`src/rtl/layer0_window_feeder.sv`:
```
// layer0_window_feeder: raster pixel stream to stride-1 KSIZE x KSIZE sliding windows for layer 0.
module layer0_window_feeder #(
  parameter int BIT_DATA = 8,
  parameter int IMG_W    = 28,
  parameter int IMG_H    = 28,
  parameter int KSIZE    = 3
) (
  input  logic                            clock,
  input  logic                            reset,
  input  logic                            in_valid,
  output logic                            in_ready,
  input  logic [BIT_DATA-1:0]             in_data,
  output logic                            out_valid,
  input  logic                            out_ready,
  output logic [KSIZE*KSIZE*BIT_DATA-1:0] out_window,
  output logic                            frame_done
);
  localparam int W  = KSIZE*KSIZE*BIT_DATA;
  localparam int CW = IMG_W > 1 ? $clog2(IMG_W) : 1;
  localparam int RW = IMG_H > 1 ? $clog2(IMG_H) : 1;
  localparam logic [0:0] FILL = 1'b0;
  localparam logic [0:0] RUN  = 1'b1;
  logic [0:0]          state_q, state_d;
  logic [CW-1:0]       col_q, col_d;
  logic [RW-1:0]       row_q, row_d;
  logic                out_valid_q, last_q;
  logic [W-1:0]        out_window_q, win_pack;
  logic                acc, col_end, row_end, emit;
  logic [BIT_DATA-1:0] lb_q  [KSIZE-1][IMG_W];
  logic [BIT_DATA-1:0] win_q [KSIZE][KSIZE];
  logic [BIT_DATA-1:0] win_d [KSIZE][KSIZE];
  assign in_ready   = !out_valid_q | out_ready;
  assign acc        = in_valid & in_ready;
  assign col_end    = col_q == CW'(IMG_W-1);
  assign row_end    = row_q == RW'(IMG_H-1);
  assign emit       = acc & (state_q == RUN) & (row_q >= RW'(KSIZE-1)) & (col_q >= CW'(KSIZE-1));
  assign out_valid  = out_valid_q;
  assign out_window = out_window_q;
  assign frame_done = out_valid_q & out_ready & last_q;
  // Rightmost column comes from the line buffers (oldest row on top) plus the incoming pixel.
  for (genvar r = 0; r < KSIZE; r++) begin : g_row
    for (genvar c = 0; c < KSIZE; c++) begin : g_col
      if (c < KSIZE-1) begin : g_shift
        assign win_d[r][c] = win_q[r][c+1];
      end else if (r < KSIZE-1) begin : g_lb
        assign win_d[r][c] = lb_q[r][col_q];
      end else begin : g_in
        assign win_d[r][c] = in_data;
      end
      assign win_pack[BIT_DATA*(r*KSIZE+c) +: BIT_DATA] = win_d[r][c];
    end
  end
  always_comb begin
    col_d   = acc ? (col_end ? '0 : col_q + CW'(1)) : col_q;
    row_d   = (acc & col_end) ? (row_end ? '0 : row_q + RW'(1)) : row_q;
    state_d = !(acc & col_end) ? state_q :
              (row_q == RW'(KSIZE-2)) ? RUN :
              row_end ? FILL : state_q;
  end
  // Line buffers and window taps are fully rewritten during FILL and priming, so no reset.
  always_ff @(posedge clock) begin
    if (acc) begin
      for (int r = 0; r < KSIZE-1; r++) lb_q[r][col_q] <= win_d[r+1][KSIZE-1];
      win_q <= win_d;
    end
  end
  always_ff @(posedge clock) begin
    if (reset) begin
      state_q      <= FILL;
      col_q        <= '0;
      row_q        <= '0;
      out_valid_q  <= 1'b0;
      out_window_q <= '0;
      last_q       <= 1'b0;
    end else begin
      state_q <= state_d;
      col_q   <= col_d;
      row_q   <= row_d;
      if (emit) begin
        out_valid_q  <= 1'b1;
        out_window_q <= win_pack;
        last_q       <= col_end & row_end;
      end else if (out_ready) begin
        out_valid_q <= 1'b0;
        last_q      <= 1'b0;
      end
    end
  end
endmodule

```
`config.mk`:
```
export PLATFORM = sky130hd
export DESIGN_NAME = layer0_window_feeder
export DESIGN_NICKNAME = d
export VERILOG_FILES = /design/src/rtl/layer0_window_feeder.sv
export SDC_FILE = /design/constraint.sdc
export NUM_CORES = 1
export LEC_CHECK = 0
export CORE_UTILIZATION = 55
export DETAILED_ROUTE_END_ITERATION = 16
export GPL_TIMING_DRIVEN = 0
export PLACE_DENSITY = 0.76
export SLEW_MARGIN = 20
export SYNTH_ARGS = -nofsm -noshare
export SYNTH_HDL_FRONTEND = slang
export SYNTH_SLANG_ARGS = --single-unit
```
`constraint.sdc`:
```
create_clock -name clock -period 4.5 [get_ports clock]
set_input_delay 0.45 -clock clock [delete_from_list [all_inputs] [get_ports clock]]
set_output_delay 0.45 -clock clock [all_outputs]
set_load 0.01 [all_outputs]
```
==> impl_results.md <==
* Status: complete, no violations
* DRC violations left at 0
* Antenna violations before repair at 0
* Largest net degree at the start of global routing at 58
* Clock Latency Late Sink at 610 ps
* Minimum clock period at 4040 ps
* CP Capture Type: flip-flop
* # Max-Cap Violations at 0
* RSZ-0062 raised after global routing: false
* Switching share of power at 0.221
* Arrival time worst endpoint at 4090 ps
* CP max FO at 29
* Hold Violations, Final at 0
* Worst VDD drop at 323 uV
* First-pass GRT wire length at 81.3 mm
* TritonCTS clock tree: done
* Slowest library cell on the worst path: nand2_1
* CP cell instances: buf_2 > nand2b_1 > clkbuf_1 > nor2_1 > a211o_1 > a31oi_1 > nand2_1
* Inserted Clock Buffers at 55
* TritonRoute pass-1 iters at 5
* # setup viols final at 0
* Avg Cell Area, Syn at 16.5 um2
* H-tree lvl count at 2
* Final period util at 0.897
* Hold_buf cts at 0
* Yosys warns at 0
* Critical path startpoint category: flip-flop
* CP max stage delay at 850 ps
* DR WL met3 at 6.10 mm
* Max Freq at 248 MHz
* Kind of critical path: reg2reg
* I/O Buffers at 85
* Crit path buffers/inverters at 2
* Logic pwr share at 0.066
* Syn_nets at 1,349
* Most used flip-flop cell after synthesis: edfxtp_1
* GR Overflow Total at 0
* Clock Skews at 17.0 ps
* Clock sink count at 581
* Row count at 72
* Layout fillers at 2,619
* Initial Util at 0.564
* Flop pwr share at 0.541
* P_sw at 2.47 mW
* DRT Wirelength at 55.9 mm
* Share of cells above drive strength 1 at 0.151
* P_leak at 8.07 nW
* Int Power at 8.70 mW
* Vias at 12,900
* Post-DR vias/cell at 6.24
* HP Class: in2reg
* Die area at 40,800 um2
* Antenna Cells at 0
* Max-slew violations at 0
* Clk buf depth at 3
* Slew Limit Headroom at 0.189
* Die Wd at 202 um
* Post-CTS Setup Inserts at 0
* M1 WL at 21.3 mm
* Top sig layer: met4
* Gate Count Post-Synth at 1,330
* Stages on worst setup path at 7
* Vert. Die Dim at 202 um
* Post-CTS sizing at 0
* DP HPWL at 35.9 mm
* Placer Congestion at 0.919
* I/O Pins at 87
* Synth Cell Area at 22,000 um2
* Pwr/cell area at 437 nW/um2
* Core Box Area at 39,000 um2
* CTS root buffer: clkbuf_16
* CP required at 4550 ps
* DR WL/cell at 27.1 um
* Setup_tns at 0 ps
* Number of flops mapped to enable cells by yosys at 496
* Reg2reg path depth at 7
* Crit-path leading delay family: simple AND/OR/NAND/NOR gates
* Vias in the first global route at 12,700
* Seq/Total Area, Yosys at 0.755
* Seq cells post-synth at 581
* Final nets at 1,512
* Yosys cell types at 67
* Area growth, synth to finish at 16.1%
* Met2 WL at 26.2 mm
* Asr flop ratio synth at 0
* Worst hold stages at 1
* Iter 0 DRT Violations at 1,457
* Post-route ant nets at 0
* Worst slew pin tran at 1190 ps
* Total track usage at 0.277
* Post-layout util at 0.655
* Clk pin slew, worst setup/hold paths at 60 ps
* Clock share of power at 0.394
-- final cells by class --
cell class | instances | area, um2 | area share
plain buffers | 72 | 395 | 0.0155
clock buffers | 83 | 1540 | 0.0604
clock inverters | 21 | 160 | 0.00627
inverters | 11 | 41.3 | 0.00162
multi-input cells | 666 | 5080 | 0.199
flip-flops and latches | 581 | 16600 | 0.650
well taps | 518 | 648 | 0.0254
repair buffers | 106 | 1080 | 0.0425
-- synthesized netlist by cell type (7+ instances only) --
cell,instances,share of area
nor2_1,45,0.0077
ha_1,7,0.0040
dfxtp_1,85,0.077
nand2_1,152,0.026
edfxtp_1,496,0.68
nand3_1,11,0.0025
a21oi_1,77,0.018
nor3_1,12,0.0027
mux4_2,41,0.042
a22oi_1,29,0.0099
a211oi_1,9,0.0031
a31oi_1,13,0.0037
o22ai_1,24,0.0068
buf_2,28,0.0064
inv_1,10,0.0017
clkbuf_1,25,0.0043
buf_4,15,0.0051
mux2i_1,130,0.059
o21ai_0,11,0.0025
nor2b_1,16,0.0046
-- final timing paths --
kind | from | endpoint | slack [ps]
max | col_q[3] | lb_q[0][208] | 460
min | in_data[5] | lb_q[0][421] | 390
max reg2reg | col_q[3] | lb_q[0][208] | 460
min reg2reg | win_d[12] | win_d[20] | 450
-- stage by stage --
| stage | power [mW] | hold WS [ps] | std cells | worst slack (ps) | instance area, um2 |
|---|---|---|---|---|---|
| 2_1_floorplan | 6.54 | 426 | 1330 | 606 | 22000 |
| 3_3_place_gp | 6.84 | 434 | 1933 | -1690 | 23500 |
| 3_5_place_dp | 6.87 | 436 | 1954 | 620 | 23900 |
| 4_1_cts | 11.2 | 399 | 2058 | 579 | 25600 |
| 5_1_grt | 11.4 | 407 | 2058 | 574 | 25500 |
| 6_report | 11.2 | 389 | 2058 | 465 | 25500 |
-- state kept, by name, summed over array words and instances, names as in the netlist --
| register | count |
|---|---|
| row_q | 5 |
| col_q | 5 |
| state_q | 1 |
| last_q | 1 |
| out_valid | 1 |
| out_window | 72 |
| win_d | 48 |
| lb_q | 448 |
-- cells in the final DEF (no fill, tap or decap), types with 6 or more instances in the layout --
cell	n
nor2_4	6
buf_2	36
buf_6	15
nor3_1	12
a31oi_1	13
edfxtp_1	496
clkbuf_1	47
dfxtp_1	85
nand3_1	10
mux4_2	41
buf_8	10
clkinv_1	11
inv_1	10
a22oi_1	29
nor2_2	22
o22ai_1	24
o21ai_0	11
buf_4	15
nand2_1	149
a21oi_1	77
nor2b_1	16
clkdlybuf4s50_1	77
ha_1	7
a211oi_1	9
nor2_1	18
mux2i_1	130
clkbuf_16	56
-- power by group through the flow --
stage / Sequential, mW / Clock [mW] / Combinational [mW]
after floorplan: 6.14 / 0 / 0.404
after global placement: 6.16 / 0 / 0.681
after detailed placement: 6.16 / 0 / 0.714
after CTS: 6.04 / 4.43 / 0.718
after global routing: 6.04 / 4.63 / 0.752
final: 6.04 / 4.40 / 0.733
-- cells by family after synthesis --
group,Yosys count,share of synthesized area
DFF,581,0.755
buffers and inverters,83,0.0197
xor gates and xnor gates,2,0.000797
muxes,175,0.103
and+or+nand+nor,277,0.0570
adders and majority gates,7,0.00398
AOI/OAI and AO/OA,205,0.0608
-- layer usage --
layer / up-vias / track usage
met1: 6439 / 0.377
li1: 5482 / -
met3: 142 / 0.0656
met5: - / 0
met2: 789 / 0.432
met4: 0 / 0.116
Note: power is estimated with default switching activity, not from simulation.
